### src/rtl/rtc_pkg.sv
// rtc_pkg: shared field widths, limits, time struct and helpers for the
// real-time-clock slice (rtc_alarm_timer, tick_gen).
package rtc_pkg;

  localparam int unsigned HOUR_W = 5;
  localparam int unsigned MS_W   = 6;

  localparam logic [HOUR_W-1:0] HOUR_MAX = 5'd23;
  localparam logic [MS_W-1:0]   MIN_MAX  = 6'd59;
  localparam logic [MS_W-1:0]   SEC_MAX  = 6'd59;

  typedef struct packed {
    logic [HOUR_W-1:0] hour;
    logic [MS_W-1:0]   min;
    logic [MS_W-1:0]   sec;
  } rtc_time_t;

  // True when every field lies inside its legal time-of-day range.
  function automatic logic time_in_range(input rtc_time_t t);
    return (t.hour <= HOUR_MAX) && (t.min <= MIN_MAX) && (t.sec <= SEC_MAX);
  endfunction

  // One-second increment with carry; wrap flags 23:59:59 -> 00:00:00.
  function automatic rtc_time_t time_inc(input rtc_time_t t, output logic wrap);
    rtc_time_t n;
    n    = t;
    wrap = 1'b0;
    if (t.sec == SEC_MAX) begin
      n.sec = '0;
      if (t.min == MIN_MAX) begin
        n.min = '0;
        if (t.hour == HOUR_MAX) begin
          n.hour = '0;
          wrap   = 1'b1;
        end else begin
          n.hour = t.hour + HOUR_W'(1);
        end
      end else begin
        n.min = t.min + MS_W'(1);
      end
    end else begin
      n.sec = t.sec + MS_W'(1);
    end
    return n;
  endfunction

endpackage

### src/rtl/rtc_alarm_timer_tick_gen.sv
// tick_gen: prescaler dividing clk_50m down to a one-cycle tick every
// CLK_DIV enabled cycles.
//   clk_50m, rst_n (async, active low)
//   en   : count enable; when low the prescaler holds its value
//   clr  : synchronous restart of the prescaler (valid time load)
//   tick : high in the last cycle of each enabled second
module tick_gen
  import rtc_pkg::*;
#(
  parameter int unsigned CLK_DIV = 50_000_000
) (
  input  logic clk_50m,
  input  logic rst_n,
  input  logic en,
  input  logic clr,
  output logic tick
);

  localparam int unsigned CNT_W = (CLK_DIV > 1) ? $clog2(CLK_DIV) : 1;
  localparam logic [CNT_W-1:0] LAST = CNT_W'(CLK_DIV - 1);

  logic [CNT_W-1:0] cnt_q, cnt_d;

  assign tick = en && (cnt_q == LAST);

  always_comb begin
    cnt_d = cnt_q;
    if (clr || tick) begin
      cnt_d = '0;
    end else if (en) begin
      cnt_d = cnt_q + CNT_W'(1);
    end
  end

  always_ff @(posedge clk_50m or negedge rst_n) begin
    if (!rst_n) begin
      cnt_q <= '0;
    end else begin
      cnt_q <= cnt_d;
    end
  end

endmodule

### src/rtl/rtc_alarm_timer.sv
// rtc_alarm_timer: time-of-day clock (hh:mm:ss) with wrapping uptime,
// synchronous time load, run/pause and one daily alarm.
//   clk_50m, rst_n (async, active low), en (run enable)
//   set_valid/set_hour/set_min/set_sec : load strobe and value
//   set_err   : one-cycle pulse when a load is rejected
//   alarm_en/alarm_hour/alarm_min/alarm_sec : alarm arm and compare time
//   alarm, pps, day_pulse : one-cycle registered pulses
//   hour/min/sec : current time, uptime : seconds since reset
module rtc_alarm_timer
  import rtc_pkg::*;
#(
  parameter int unsigned CLK_DIV  = 50_000_000,
  parameter int unsigned UPTIME_W = 32
) (
  input  logic                clk_50m,
  input  logic                rst_n,
  input  logic                en,
  input  logic                set_valid,
  input  logic [4:0]          set_hour,
  input  logic [5:0]          set_min,
  input  logic [5:0]          set_sec,
  output logic                set_err,
  input  logic                alarm_en,
  input  logic [4:0]          alarm_hour,
  input  logic [5:0]          alarm_min,
  input  logic [5:0]          alarm_sec,
  output logic                alarm,
  output logic [4:0]          hour,
  output logic [5:0]          min,
  output logic [5:0]          sec,
  output logic [UPTIME_W-1:0] uptime,
  output logic                pps,
  output logic                day_pulse
);

  rtc_time_t             time_q, time_d;
  logic [UPTIME_W-1:0]   uptime_q, uptime_d;
  logic                  pps_q, pps_d;
  logic                  alarm_q, alarm_d;
  logic                  day_q, day_d;
  logic                  err_q, err_d;

  rtc_time_t set_time, alarm_time, next_time;
  logic      set_ok, wrap, tick;

  assign set_time   = '{hour: set_hour, min: set_min, sec: set_sec};
  assign alarm_time = '{hour: alarm_hour, min: alarm_min, sec: alarm_sec};
  assign set_ok     = set_valid && time_in_range(set_time);

  tick_gen #(
    .CLK_DIV (CLK_DIV)
  ) u_tick_gen (
    .clk_50m (clk_50m),
    .rst_n   (rst_n),
    .en      (en),
    .clr     (set_ok),
    .tick    (tick)
  );

  // Uptime counts every elapsed second even when a load overrides the
  // time; the load only suppresses the time advance and its pulses.
  // The running time is always in range, so an out-of-range alarm
  // compare value can never match.
  always_comb begin
    time_d    = time_q;
    uptime_d  = uptime_q;
    pps_d     = 1'b0;
    alarm_d   = 1'b0;
    day_d     = 1'b0;
    err_d     = set_valid && !set_ok;
    next_time = time_inc(time_q, wrap);

    if (tick) begin
      uptime_d = uptime_q + UPTIME_W'(1);
    end

    if (set_ok) begin
      time_d = set_time;
    end else if (tick) begin
      time_d  = next_time;
      pps_d   = 1'b1;
      day_d   = wrap;
      alarm_d = alarm_en && (next_time == alarm_time);
    end
  end

  always_ff @(posedge clk_50m or negedge rst_n) begin
    if (!rst_n) begin
      time_q   <= '0;
      uptime_q <= '0;
      pps_q    <= 1'b0;
      alarm_q  <= 1'b0;
      day_q    <= 1'b0;
      err_q    <= 1'b0;
    end else begin
      time_q   <= time_d;
      uptime_q <= uptime_d;
      pps_q    <= pps_d;
      alarm_q  <= alarm_d;
      day_q    <= day_d;
      err_q    <= err_d;
    end
  end

  assign hour      = time_q.hour;
  assign min       = time_q.min;
  assign sec       = time_q.sec;
  assign uptime    = uptime_q;
  assign pps       = pps_q;
  assign alarm     = alarm_q;
  assign day_pulse = day_q;
  assign set_err   = err_q;

endmodule

### config.mk
export PLATFORM = sky130hd
export DESIGN_NAME = rtc_alarm_timer
export DESIGN_NICKNAME = d
export VERILOG_FILES = /design/src/rtl/rtc_pkg.sv /design/src/rtl/rtc_alarm_timer_tick_gen.sv /design/src/rtl/rtc_alarm_timer.sv
export SDC_FILE = /design/constraint.sdc
export NUM_CORES = 1
export LEC_CHECK = 0
export CAP_MARGIN = 5
export CORE_ASPECT_RATIO = 0.7
export CORE_MARGIN = 2
export CORE_UTILIZATION = 37
export CTS_CLUSTER_DIAMETER = 30
export DETAILED_ROUTE_END_ITERATION = 8
export MAX_ROUTING_LAYER = met4
export PLACE_DENSITY = 0.61
export SLEW_MARGIN = 10
export SYNTH_ARGS = -nofsm -noshare
export SYNTH_HDL_FRONTEND = slang
export SYNTH_SLANG_ARGS = --single-unit
### constraint.sdc
create_clock -name clk_50m -period 2.8 [get_ports clk_50m]
set_clock_uncertainty 0.05 [all_clocks]
set_input_delay 0.56 -clock clk_50m [delete_from_list [all_inputs] [get_ports clk_50m]]
set_output_delay 0.56 -clock clk_50m [all_outputs]
set_load 0.02 [all_outputs]
==> flow_summary.ini, run 1 <==
[run_status]
outcome = finished clean

[grt]
grt_start_max_net_pins = 52
grt_pass1_wl_um = 20500
grt_pass1_vias = 3988
grtUsageTotal_pct = 20.0
antenna_found_initial = 0
grt.overflow.total = 0

[hold_path]
min_path_type = in2async

[clock_network]
clk_latency_ns = 0.34
path_clk_slew_ns = 0.07
cts.sinks = 79
ctsHtreeMaxLevel = 3
cts_tree = yes
clk_path_buf_depth = 2
postCtsSetupRepairBufs = 0
cts-root-buf = clkbuf_16
cts_made_buffers = 9

[sta]
slew_viol_final = 0
period_needed_ns = 2.63
worstMarginPinSlew_ns = 0.691
max_freq_mhz = 381
hold_viol = 0
maxSlewHeadroom_pct = 53.8
rsz0062_at_grt = false
setup_violations = 0
fin_crit_sh_pct = 93.8

[job]
maxCapViolCount = 0

[final_layout]
area_growth_pct = 33.9
nets = 652
drive_gt1_share_pct = 8.82
layout.cells.non_filler = 769
antenna_cells = 0

[critical_path]
worstSetupPathType = reg2reg
crit_required_ns = 2.98
start_kind = register
worstSetupEndpointType = register
arrival_ns = 2.81
crit_fanout = 5

[drt]
num_vias = 4197
drtIter0Drc = 287
wirelength_um = 12400
viasPerCell = 5.46
post_drt_wl_per_cell_um = 16.1
drc_errors = 0
dr.pass1.iters = 5
ant_nets = 0

[synthesis]
synth_top_area_cell = dfrtp_1
syn_nets = 544
synth_commonest_cells = dfrtp_1 (79), nor2_1 (61), xnor2_1 (44)
mappedNetlistArea_um2 = 4580
synth-edff-count = 0
synthArstFlopShare_pct = 100
postSynthAreaPerCell_um2 = 9.16
syn_inst = 500
synthFlopType = dfrtp_1
synth_cell_type_count = 55
synth_seq_cells = 79
yosysWarnings = 0
seq_area_frac_synth_pct = 43.1
synth_top_area_share_pct = 43.1
synthTopCellsByArea = dfrtp_1 (43%), xnor2_1 (8.4%), nor2_1 (5.0%), xor2_1 (4.8%), nand4_1 (4.0%)
synth.most_common_cell = dfrtp_1

[floorplan]
start_util_pct = 38.5
die_width_um = 137
die-height_um = 97.1
num_rows = 33
core-area_um2 = 11900
ios = 92
die_area_um2 = 13300

[place]
placed_cells = 754
gp_congestion = 0.930
port_buffers = 91
hpwl_um = 9280

[pwr]
power_w = 0.00311
vdd_drop_max_uv = 339
p_per_area_nw_per_um2 = 508
leakagePower_nw = 2.56
-- flip-flops by register name, indices dropped and copies added (netlist names) --
name and flops:
uptime 32, sec 6, alarm 1, day_pulse 1
min 6, u_tick_gen.cnt_q 26, pps 1, set_err 1
hour 5
-- cell type report --
| class | instances | area [um^2] |
|---|---|---|
| clock inverter | 6 | 71.3 |
| clock buffer | 9 | 225 |
| timing repair buffer | 118 | 1140 |
| sequential | 79 | 1980 |
| multi-input combinational | 387 | 2480 |
| tap | 157 | 196 |
| inverter | 13 | 48.8 |
| fill | 1133 | 5760 |
-- worst max-delay path, stage by stage (launching register included) --
cell	delay, ns
dfrtp_1	0.42
ha_1	0.24
nand3_2	0.19
or4_4	0.63
o41ai_2	0.36
xnor2_1	0.18
o2111ai_2	0.16
nor4_2	0.29
-- final timing paths --
check | from | endpoint | slack (ns) | cells past startpoint
worst max-delay path | sec[1]$_DFFE_PN0N_ | alarm$_DFF_PN0_ | 0.17 | 7
worst min-delay path | rst_n | u_tick_gen.cnt_q[24]$_DFFE_PN0P_ | 0.10 | 1
worst max register to register | sec[1]$_DFFE_PN0N_ | alarm$_DFF_PN0_ | 0.17 | 7
worst min register to register | uptime[31]$_DFFE_PN0P_ | uptime[31]$_DFFE_PN0P_ | 0.43 | 1
max in group asynchronous | rst_n | uptime[18]$_DFFE_PN0P_ | 1.99 | 2
min in group clk_50m | uptime[31]$_DFFE_PN0P_ | uptime[31]$_DFFE_PN0P_ | 0.43 | 1
-- layer usage --
metal / GRT usage, % / share of wire [%]
met1: 29.7 / 51
met2: 28.2 / 43
met3: 3.86 / 5.1
met4: 4.28 / 0.75
met5: - / 0
-- placed cells by master (no fill, tap or decap), types with 3 or more instances in the layout --
cell / instances
nand3_1: 23
nand2_1: 42
a22oi_1: 3
inv_1: 13
nor4_1: 7
o21ai_0: 10
clkdlybuf4s50_1: 90
and3_1: 13
and2_1: 6
dfrtp_1: 79
and4_1: 5
xor2_1: 25
nor3_1: 12
o211ai_1: 3
buf_4: 26
a21oi_1: 22
a31oi_1: 8
ha_1: 5
nor3b_1: 4
clkbuf_16: 9
xnor2_1: 44
nor2b_1: 11
nor2_1: 61
nand4_1: 29
o31a_1: 3
or3_1: 4
mux2i_1: 10
-- what timing repair did --
action / 4_1_cts / 5_1_grt
endpoints found under the setup margin: 0 / 1
gates resized for setup: 0 / 1
endpoints found under the hold margin: 0 / 0
hold buffers: 0 / 0
-- logic make-up (layout without fill, tap and decap cells) --
group / after synthesis / after routing / share of synthesized area [%]
buffers and inverters: 34 / 146 / 3.03
muxes: 10 / 10 / 2.18
xor gates and xnor gates: 69 / 69 / 13.2
DFF: 79 / 79 / 43.1
AOI/OAI and AO/OA: 68 / 68 / 9.83
and+or+nand+nor: 235 / 235 / 27.3
adders and majority gates: 5 / 5 / 1.37
-- metrics by stage --
step                      cell area, um^2  utilization, %  setup WS, ns  hold WS, ns  setup TNS (ns)
after floorplan                      4580               -         0.155        0.214               0
after global placement               5830            49.0       -0.0168        0.416         -0.0168
after detailed placement             5830            49.0       -0.0927        0.417          -0.154
after CTS                            6130            51.5         0.114        0.114               0
after global routing                 6130            51.6        0.0137        0.131               0
final                                6130            51.6         0.173        0.102               0
-- where the power goes --
part	total [W]	leakage [nW]	internal (W)	switching, W
sequential	0.00126	1.04	0.00119	0.0000703
clock	0.00118	0.143	0.000693	0.000489
combinational	0.000675	1.38	0.000301	0.000374
total	0.00311	2.56	0.00218	0.000933
No activity file was read; power rests on OpenSTA's default activity.
==> inputs of run 2 (changes only) <==
Settings changed: CORE_MARGIN 2 to default, CORE_UTILIZATION 37 to 40, PLACE_DENSITY 0.61 to 0.65, SETUP_SLACK_MARGIN from default to 0.5.
==> flow_summary.ini, run 2 (synthesized netlist as in run 1, its figures left out) <==
[sta]
fin_crit_sh_pct = 82.4
worstMarginPinSlew_ns = 0.557
hold_viol = 0
rsz0062_at_grt = true
slew_viol_final = 0
max_freq_mhz = 434
period_needed_ns = 2.31
setup_violations = 0
maxSlewHeadroom_pct = 62.9

[pwr]
seqPwrFrac_pct = 40.6
switching_share_pct = 30.1
p_clk_share_pct = 36.5
intPower_w = 0.00221
vdd_drop_max_uv = 305
power_switching_w = 0.000954
p_per_area_nw_per_um2 = 491
leakagePower_nw = 2.77
p_comb_share_pct = 22.9
power_w = 0.00317

[floorplan]
die-height_um = 91.5
num_rows = 32
ios = 92
start_util_pct = 41.3
core-area_um2 = 11100
die_width_um = 130
die_area_um2 = 11900

[place]
hpwl_um = 9320
placed_cells = 744
port_buffers = 91
gp_congestion = 0.939
placed_area_um2 = 5810

[grt]
grtUsageTotal_pct = 22.7
grt.overflow.total = 0
grt_pass1_wl_um = 20200
antenna_found_initial = 0
grt_pass1_vias = 3939
grt_start_max_net_pins = 41

[critical_path]
worstSetupEndpointType = register
crit_fanout = 10
worst_path_largest_cell_delay_ns = 0.59
arrival_ns = 2.49
rrSetupSlack_ns = 0.49
setup.worst_path.end = alarm$_DFF_PN0_
r2r_start = min[2]$_DFFE_PN0N_
rr_endpoint = alarm$_DFF_PN0_
rr_worst_depth = 6
worstSetupPathType = reg2reg
start_kind = register
crit_cells = 6
startpoint = min[2]$_DFFE_PN0N_
slowest_stage = or4_4
crit_chain = nand3b_4 > or4_4 > o41ai_4 > xnor2_1 > o2111ai_2 > nor4_2
critPathTopFamily = simple AND/OR/NAND/NOR gates
path_buf_inv = 0
crit_required_ns = 2.98

[final_layout]
final_common_cell = clkdlybuf4s50_1
design_area_um2 = 6450
antenna_cells = 0
largest_register_ffs = 32
fill_cells = 960
drive_gt1_share_pct = 15.1
regArea_um2 = 1990
nets = 664
area_growth_pct = 40.7
layout.cells.non_filler = 777
layout_common_cells = clkdlybuf4s50_1 (81), dfrtp_1 (70), nor2_1 (59)
multiInputGateArea_um2 = 2660

[drt]
drc_errors = 0
dr.pass1.iters = 5
drtIter0Drc = 340
ant_nets = 0
viasPerCell = 5.48
num_vias = 4255
post_drt_wl_per_cell_um = 16.4
wirelength_um = 12800

[job]
maxCapViolCount = 0

[clock_network]
ctsHtreeMaxLevel = 3
cts_made_buffers = 9
cts.sinks = 79
path_clk_slew_ns = 0.06
cts-root-buf = clkbuf_16
cts_tree = yes
clk_path_buf_depth = 2
clk_latency_ns = 0.34

[hold_path]
min_path_type = in2async

[run_status]
outcome = finished clean
run 2: changes by cell type in the layout (fill, tap and decap cells not counted), moves of 3 or more:
| cell | before | now |
|---|---|---|
| dfrtp_2 | 0 | 9 |
| dlymetal6s2s_1 | 0 | 8 |
| dfrtp_1 | 79 | 70 |
| nor4_1 | 7 | 4 |
| nor4_4 | 1 | 4 |
| clkdlybuf4s50_1 | 90 | 81 |
| buf_4 | 26 | 33 |
run 2: worst min-delay path by stage:
| stage | slack (ns) | from | endpoint | cells past startpoint |
|---|---|---|---|---|
| floorplan | 0.21 | rst_n | alarm$_DFF_PN0_ | 0 |
| global placement | 0.41 | uptime[31]$_DFFE_PN0P_ | uptime[31]$_DFFE_PN0P_ | 1 |
| detailed placement | 0.43 | uptime[31]$_DFFE_PN0P_ | uptime[31]$_DFFE_PN0P_ | 1 |
| CTS | 0.17 | rst_n | day_pulse$_DFF_PN0_ | 1 |
| global route | 0.19 | rst_n | hour[1]$_DFFE_PN0N_ | 1 |
| finish | 0.16 | rst_n | hour[2]$_DFFE_PN0N_ | 1 |
run 2: power by group through the flow:
stage          Combinational, W  Clock, W  Sequential [W]
5_1_grt                0.000782   0.00122         0.00129
4_1_cts                0.000658   0.00118         0.00128
3_3_place_gp           0.000633         0         0.00130
2_1_floorplan          0.000352         0         0.00131
6_report               0.000725   0.00116         0.00129
3_5_place_dp           0.000643         0         0.00130
run 2: area by class of cell:
| type | count | share of cell area, % |
|---|---|---|
| Multi-Input combinational cell | 387 | 41.2 |
| Sequential cell | 79 | 30.8 |
| Timing Repair Buffer | 130 | 19.8 |
| Clock buffer | 10 | 3.55 |
| Tap cell | 153 | 2.97 |
| Clock inverter | 5 | 0.893 |
| Inverter | 13 | 0.757 |
run 2: repair_timing:
action,CTS,global route
setup endpoints to repair,25,34
setup buffers,3,13
hold buffers,0,0
gates cloned,0,2
gates resized for setup,12,35
pin swaps,5,15
run 2: metal layers:
metal / track usage, % / wire [um] / vias up
met2: 31.7 / 5530 / 161
met5: - / 0 / -
met3: 4.60 / 886 / 11
met1: 33.3 / 6230 / 2051
met4: 5.43 / 129 / 0
li1: - / - / 2032
run 2: stage by stage:
step | hold WS (ns) | TNS (ns) | setup slack [ns] | utilization [%]
final | 0.159 | 0 | 0.494 | 58.1
after global routing | 0.194 | 0 | 0.403 | 58.1
after detailed placement | 0.431 | -0.158 | -0.152 | 52.4
after global placement | 0.413 | -0.0169 | -0.0169 | 52.4
after floorplan | 0.214 | 0 | 0.507 | -
after CTS | 0.173 | 0 | 0.349 | 55.6
